$ cat src/rtl/branch_resolve_unit.sv
// Branch resolution for the EX stage: evaluates the RV32I branch condition, raises a redirect
// to fetch for taken branches, then squashes younger instructions for a fixed number of cycles.
module branch_resolve_unit #(
    parameter int unsigned FLUSH_CYCLES = 2
) (
    input  logic        clk,
    input  logic        rst_n,
    input  logic        br_valid,
    output logic        br_ready,
    input  logic [2:0]  br_funct3,
    input  logic [31:0] br_pc,
    input  logic [31:0] br_imm,
    output logic        compare_signed,
    input  logic        a_lt_b,
    input  logic        a_eq_b,
    output logic        redirect_valid,
    input  logic        redirect_ready,
    output logic [31:0] redirect_pc,
    output logic        flush,
    output logic        err_pulse,
    output logic [15:0] taken_cnt
);

    typedef enum logic [1:0] {StIdle, StRedirect, StFlush} state_e;

    state_e      state_q, state_d;
    logic [31:0] redirect_pc_q, redirect_pc_d;
    logic [15:0] taken_cnt_q, taken_cnt_d;
    logic [3:0]  flush_cnt_q, flush_cnt_d;
    logic        err_q, err_d;
    logic [31:0] target;
    logic        accept, legal, cond_met, taken, misaligned;

    assign compare_signed = (br_funct3 == 3'b100) || (br_funct3 == 3'b101);

    always_comb begin
        legal    = 1'b1;
        cond_met = 1'b0;
        unique case (br_funct3)
            3'b000:         cond_met = a_eq_b;
            3'b001:         cond_met = !a_eq_b;
            3'b100, 3'b110: cond_met = a_lt_b;
            3'b101, 3'b111: cond_met = !a_lt_b;
            default:        legal    = 1'b0;
        endcase
    end

    assign target     = br_pc + br_imm;
    assign accept     = br_valid && (state_q == StIdle);
    assign taken      = legal && cond_met;
    assign misaligned = (target[1:0] != 2'b00);

    always_comb begin
        state_d        = state_q;
        redirect_pc_d  = redirect_pc_q;
        taken_cnt_d    = taken_cnt_q;
        flush_cnt_d    = flush_cnt_q;
        br_ready       = 1'b0;
        redirect_valid = 1'b0;
        flush          = 1'b0;
        // Misaligned taken branches are reported but never redirect or count.
        err_d          = accept && (!legal || (taken && misaligned));
        unique case (state_q)
            StIdle: begin
                br_ready = 1'b1;
                if (accept && taken && !misaligned) begin
                    redirect_pc_d = target;
                    state_d       = StRedirect;
                    if (taken_cnt_q != 16'hFFFF) begin
                        taken_cnt_d = taken_cnt_q + 16'd1;
                    end
                end
            end
            StRedirect: begin
                redirect_valid = 1'b1;
                flush          = 1'b1;
                if (redirect_ready) begin
                    state_d     = StFlush;
                    flush_cnt_d = 4'(FLUSH_CYCLES);
                end
            end
            StFlush: begin
                flush       = 1'b1;
                flush_cnt_d = flush_cnt_q - 4'd1;
                if (flush_cnt_q <= 4'd1) begin
                    state_d = StIdle;
                end
            end
            default: state_d = StIdle;
        endcase
    end

    always_ff @(posedge clk or negedge rst_n) begin
        if (!rst_n) begin
            state_q       <= StIdle;
            redirect_pc_q <= 32'h0;
            taken_cnt_q   <= 16'h0;
            flush_cnt_q   <= 4'h0;
            err_q         <= 1'b0;
        end else begin
            state_q       <= state_d;
            redirect_pc_q <= redirect_pc_d;
            taken_cnt_q   <= taken_cnt_d;
            flush_cnt_q   <= flush_cnt_d;
            err_q         <= err_d;
        end
    end

    assign redirect_pc = redirect_pc_q;
    assign taken_cnt   = taken_cnt_q;
    assign err_pulse   = err_q;

endmodule

$ cat config.mk
export PLATFORM = sky130hd
export DESIGN_NAME = branch_resolve_unit
export DESIGN_NICKNAME = d
export VERILOG_FILES = /design/src/rtl/branch_resolve_unit.sv
export SDC_FILE = /design/constraint.sdc
export NUM_CORES = 1
export LEC_CHECK = 0
export CELL_PAD_IN_SITES_DETAIL_PLACEMENT = 0
export CELL_PAD_IN_SITES_GLOBAL_PLACEMENT = 1
export CORE_MARGIN = 1
export CORE_UTILIZATION = 37
export CTS_CLUSTER_DIAMETER = 120
export DETAILED_ROUTE_END_ITERATION = 10
export PLACE_DENSITY_LB_ADDON = 0.1
export SLEW_MARGIN = 30
export SYNTH_ARGS = -nofsm -noshare
export SYNTH_HDL_FRONTEND = slang
export SYNTH_SLANG_ARGS = --single-unit
$ cat constraint.sdc
create_clock -name clk -period 5.5 [get_ports clk]
set_input_delay 1.1 -clock clk [delete_from_list [all_inputs] [get_ports clk]]
set_output_delay 1.1 -clock clk [all_outputs]
set_load 0.05 [all_outputs]
[Word level (Yosys, flattened, before mapping)]
Index checks and enable logic that the tools add are counted.
Operators by class
  add/sub/neg operators: 3
  magnitude comparators: 1
  reduce and logical (&&, ||, !) cells: 24
  equal/unequal tests: 11
  mux-type cells: 11
Operators by type and width (count)
  $add A32 B32 Y32: 1
  $add A16 B1 Y16 const B: 1
  $ne A16 B16 Y1 const B: 1
  $eq A3 B3 Y1 const B: 4
  $pmux W4 S2: 1
  $logic_and A1 B1 Y1: 6
  $mux W2: 3
  $pmux W2 S3: 1
  $reduce_and A3 Y1: 2
  $reduce_or A2 Y1: 3
  $reduce_or A6 Y1: 1
  $le A4 B1 Y1 const B: 1
  $logic_not A1 Y1: 4
  $mux W1: 4
  $mux W4: 1
  $ne A2 B2 Y1 const B: 2
  $pmux W1 S4: 1
  $reduce_and A2 Y1: 2
  $reduce_bool A2 Y1: 2
  $sub A4 B1 Y4 const B: 1
  $eq A3 B1 Y1 const B: 1
  $logic_not A3 Y1: 1
  $eq A2 B1 Y1 const B: 1
  $eq A2 B2 Y1 const B: 1
  other kinds (3): 4
Word-level totals
  output and inout port bits: 53
  flip-flop bits (word level): 55
  word-level logic and storage cells: 55
  input port bits: 73

[Logic depth before layout (Yosys ltp)]
  word-level depth: 8
  gate-level depth with buffers: 12
  gate-level depth less buffers: 12

[Worst setup path before layout]
Ideal clock, no wire load.
  kind: input-to-reg
  from: in br_pc[0]
  to: reg redirect_pc_q[28], in the netlist redirect_pc[28]
  setup slack: 1.985 ns
  path buffers: 0
  arrival time: 3.405 ns
  stages on the path: 11
  library setup time: 0.110 ns
  data required time: 5.390 ns
  path through: ha_1 > fa_1 > a21o_1 > a221oi_2 > o21ai_1 > a21o_1 > a31oi_2 > o21bai_1 > a41oi_1 > o31ai_1 > o41ai_1
Between the ends
  word-level cells in the longest chain between the ends: 5
Ends and longest elaborated chain
  from (decl): RTL line 11  | input logic [31:0] br_pc,
  $add A32 B32 Y32 *: RTL line 48  | assign target = br_pc + br_imm;
  $reduce_bool A2 Y1: RTL line 51  | assign misaligned = (target[1:0] != 2'b00);
  $logic_not A1 Y1: RTL line 66  | if (accept && taken && !misaligned) begin
  $logic_and A1 B1 Y1: RTL line 66
  $reduce_and A2 Y1 (no line)
  to (signal assigned): RTL line 102  | redirect_pc_q <= redirect_pc_d;
  to (decl): RTL line 27  | logic [31:0] redirect_pc_q, redirect_pc_d;
Every way passes the cells marked *; elsewhere a longest branch is shown, timed or not.
A chain may end at the register's enable or synchronous reset.

[Worst setup path in the final report]
Ends and elaborated chain as after synthesis.

==> qor.log <==
[synthesis] number of warning messages in the yosys log 0
[synthesis] register bit total from synthesis 55
[placed_design] placed cell count 681
[timing] Max Clock Skew 13.4 ps
[detailed_routing] wire length per cell 13.8 um
[synthesis] Post-synth EDFFs 0
[timing] final-report hold violation count 0
[detailed_routing] vias after detailed routing 3480
[clock_tree] clock tree root buffer cell sky130_fd_sc_hd__clkbuf_8
[clock_tree] buffer depth of the longest clock path 2
[cells_and_area] number of antenna repair diodes 0
[detailed_routing] DRT Wirelength 9490 um
[critical_path] CP arrival 4030 ps
[timing] Peak Freq 259 MHz
[synthesis] most area-consuming cells after synthesis sky130_fd_sc_hd__dfrtp_1 (35%), sky130_fd_sc_hd__ha_1 (12%), sky130_fd_sc_hd__o21ai_0 (5.9%), sky130_fd_sc_hd__nand2_1 (5.4%), sky130_fd_sc_hd__xnor2_1 (5.4%)
[cells_and_area] layout filler cell count 1013
[detailed_routing] post-DR vias/cell 5.05
[clock_tree] clk sinks 55
[clock_tree] CTS H-tree lvls 2
[clock_tree] post-CTS setup buffer count 0
[critical_path] type of the worst setup path in -> reg
[grt] first-pass GRT wire length 16200 um
[clock_tree] clock tree from TritonCTS done
[critical_path] endpoint required time on the critical path 5680 ps
[cells_and_area] Syn-to-layout area delta 38.1%
[grt] antenna violations before repair 0
[detailed_routing] DRT iter0 DRCs 84
[placed_design] port buffer count 125
[synthesis] sequential fraction of the synthesis area 0.355
[floorplanning] initial core utilization 0.379
[synthesis] number of instances in the synthesized netlist 432
[floorplanning] core area 10200 um^2
[timing] setup-violating endpoint count in the final report 0
[timing] Rel. slew slack 0.519
[synthesis] top cell type by total area after synthesis sky130_fd_sc_hd__dfrtp_1
[floorplanning] die boundary width 104 um
[flow_run] maxcap violations 0
[floorplanning] die area 10900 um^2
[detailed_routing] router iterations before antenna repair 4
[grt] maximum number of pins on one net before global-route repair 70
[synthesis] Syn Area/Cell 8.98 um^2
[critical_path] worst-path maximum fanout 3
[synthesis] cell area after synthesis 3880 um^2
[cells_and_area] non-filler instance count after layout 689
[clock_tree] number of hold buffers added after CTS 0
[power_and_ir_drop] static leakage 2.36 nW
[grt] total routing usage reported by global routing 0.180
[floorplanning] row cnt 37
[timing] setup repair after global routing missed its margin no
[timing] min cycle time layout 3860 ps
[critical_path] Crit. End Element register
[synthesis] Synth Net Count 543
[placed_design] Place WS 1300 ps
[power_and_ir_drop] maximum vdd ir drop 0.000186 V
[power_and_ir_drop] overall power consumption 2.02 mW
[hold_path] worst min path class reg -> reg
[grt] Overflow after GRT 0
[timing] final setup margin 1640 ps
[cells_and_area] multi-input logic area 2400 um^2
[status] outcome complete, no violations
[floorplanning] num ports 126
[timing] TNS Setup 0 ps
[clock_tree] TritonCTS buffer count 5
[cells_and_area] footprint of the flip-flops and latches 1380 um^2
[cells_and_area] Nets 663
[critical_path] Worst Setup Start Kind input port
[grt] via count of the first global-routing pass 3435
[detailed_routing] DRC violations left 0
[power_and_ir_drop] total power divided by cell area 377 nW/um^2
[clock_tree] number of gates resized after CTS 0
[synthesis] dominant register cell in the synthesized netlist sky130_fd_sc_hd__dfrtp_1
[timing] final critical-path share of the clock period 0.702
[synthesis] number of distinct library cells after synthesis 53
[clock_tree] post-CTS clock slew at the launch and capture registers of the worst setup and hold paths 100 ps
[synthesis] fraction of registers with async set/reset 1.00
[cells_and_area] share of cells above drive strength 1 0.0542
[timing] slew of the pin with the lowest slew margin 721 ps
[placed_design] GPL Wtd Cong 0.831
[floorplanning] y dimension of the die 104 um
[placed_design] detailed placement HPWL 7440 um
[clock_tree] Clk Latency, worst-skew pair 310 ps
[synthesis] share of the synthesized area in the top cell type 0.355
[timing] number of slew-limit violations in the final report 0
[detailed_routing] remaining antenna violation count after routing 0
[layout make-up]
cell class,count,area share
Sequential cell,55,0.257
Inverter,13,0.00911
Clock inverter,2,0.00304
Clock buffer,6,0.0154
Timing Repair Buffer,127,0.236
Tap cell,136,0.0318
Multi-Input combinational cell,350,0.448
[path summary, 6_finish.rpt]
path                       slack (ps)  depth (start not counted)              end            start
hold reg to reg                   490                          2  redirect_pc[27]  redirect_pc[27]
hold / removal                    490                          2  redirect_pc[27]  redirect_pc[27]
min in group asynchronous         910                          2     taken_cnt[6]            rst_n
max in group asynchronous        4100                          2  redirect_pc[29]            rst_n
setup / recovery                 1640                         13  redirect_pc[28]         br_pc[0]
setup reg to reg                 2760                          8    taken_cnt[14]       state_q[0]
[routing by layer]
layer / vias to the layer above / part of all wire / track usage
met5: - / 0 / 0
met4: 0 / 0.0058 / 0.0367
met3: 2 / 0.037 / 0.0226
met2: 83 / 0.50 / 0.325
met1: 1609 / 0.46 / 0.229
li1: 1786 / - / -
[flip-flops by register name, indices dropped and copies added, names as in the netlist]
| register | flops |
|---|---|
| err_pulse | 1 |
| flush_cnt_q | 4 |
| redirect_pc | 32 |
| state_q | 2 |
| taken_cnt | 16 |
[power by group]
part           internal [mW]  switching (mW)  leakage [nW]
clock                  0.103           0.144        0.0474
sequential             0.531          0.0860         0.720
combinational          0.414           0.742          1.59
[cell families after synthesis]
family	after synthesis	synth area share
AOI/OAI and AO/OA	130	0.219
buffers and inverters	27	0.0265
and+or+nand+nor	136	0.169
DFF	55	0.355
adders and majority gates	38	0.125
xor gates and xnor gates	43	0.0971
muxes	3	0.00871
[synth_stat cells, types with 3 or more instances]
library cell	count
sky130_fd_sc_hd__a21o_1	16
sky130_fd_sc_hd__a21oi_1	30
sky130_fd_sc_hd__a31oi_1	5
sky130_fd_sc_hd__and2_1	5
sky130_fd_sc_hd__and3_1	5
sky130_fd_sc_hd__clkbuf_1	13
sky130_fd_sc_hd__dfrtp_1	55
sky130_fd_sc_hd__ha_1	37
sky130_fd_sc_hd__inv_1	13
sky130_fd_sc_hd__mux2_2	3
sky130_fd_sc_hd__nand2_1	56
sky130_fd_sc_hd__nand2b_1	6
sky130_fd_sc_hd__nand3_1	12
sky130_fd_sc_hd__nand4_1	11
sky130_fd_sc_hd__nor2_1	23
sky130_fd_sc_hd__nor2_2	3
sky130_fd_sc_hd__nor2b_1	3
sky130_fd_sc_hd__nor3_1	3
sky130_fd_sc_hd__o21ai_0	46
sky130_fd_sc_hd__o21bai_1	3
sky130_fd_sc_hd__o31ai_1	3
sky130_fd_sc_hd__xnor2_1	24
sky130_fd_sc_hd__xor2_1	19
[cells in the final DEF (no fill, tap or decap), types with 6 or more instances in the layout]
master,Yosys,layout
sky130_fd_sc_hd__clkdlybuf4s50_1,0,124
sky130_fd_sc_hd__nand2_1,56,56
sky130_fd_sc_hd__dfrtp_1,55,55
sky130_fd_sc_hd__o21ai_0,46,46
sky130_fd_sc_hd__ha_1,37,37
sky130_fd_sc_hd__a21oi_1,30,30
sky130_fd_sc_hd__xnor2_1,24,24
sky130_fd_sc_hd__nor2_1,23,23
sky130_fd_sc_hd__xor2_1,19,19
sky130_fd_sc_hd__a21o_1,16,16
sky130_fd_sc_hd__inv_1,13,13
sky130_fd_sc_hd__nand3_1,12,12
sky130_fd_sc_hd__nand4_1,11,11
sky130_fd_sc_hd__nand2b_1,6,6
sky130_fd_sc_hd__clkbuf_8,0,6
[per-stage QoR]
step                 util  instance area, um^2  hold slack (ps)
CTS                 0.523                 5350              495
floorplan               -                 3880              489
finish              0.523                 5350              485
detailed placement  0.514                 5260              470
global placement    0.514                 5260              463
global route        0.523                 5350              518
[critical path, stage by stage]
cell and delay [ps]:
sky130_fd_sc_hd__clkdlybuf4s50_1 400, sky130_fd_sc_hd__ha_1 230, sky130_fd_sc_hd__fa_1 410, sky130_fd_sc_hd__a21o_1 240, sky130_fd_sc_hd__a221oi_2 290, sky130_fd_sc_hd__o21ai_1 150
sky130_fd_sc_hd__a21o_1 230, sky130_fd_sc_hd__a31oi_2 220, sky130_fd_sc_hd__o21bai_1 140, sky130_fd_sc_hd__a41oi_1 290, sky130_fd_sc_hd__o31ai_1 120, sky130_fd_sc_hd__a21oi_1 130
sky130_fd_sc_hd__o41ai_1 80
No activity file was read; power rests on OpenSTA's default activity.
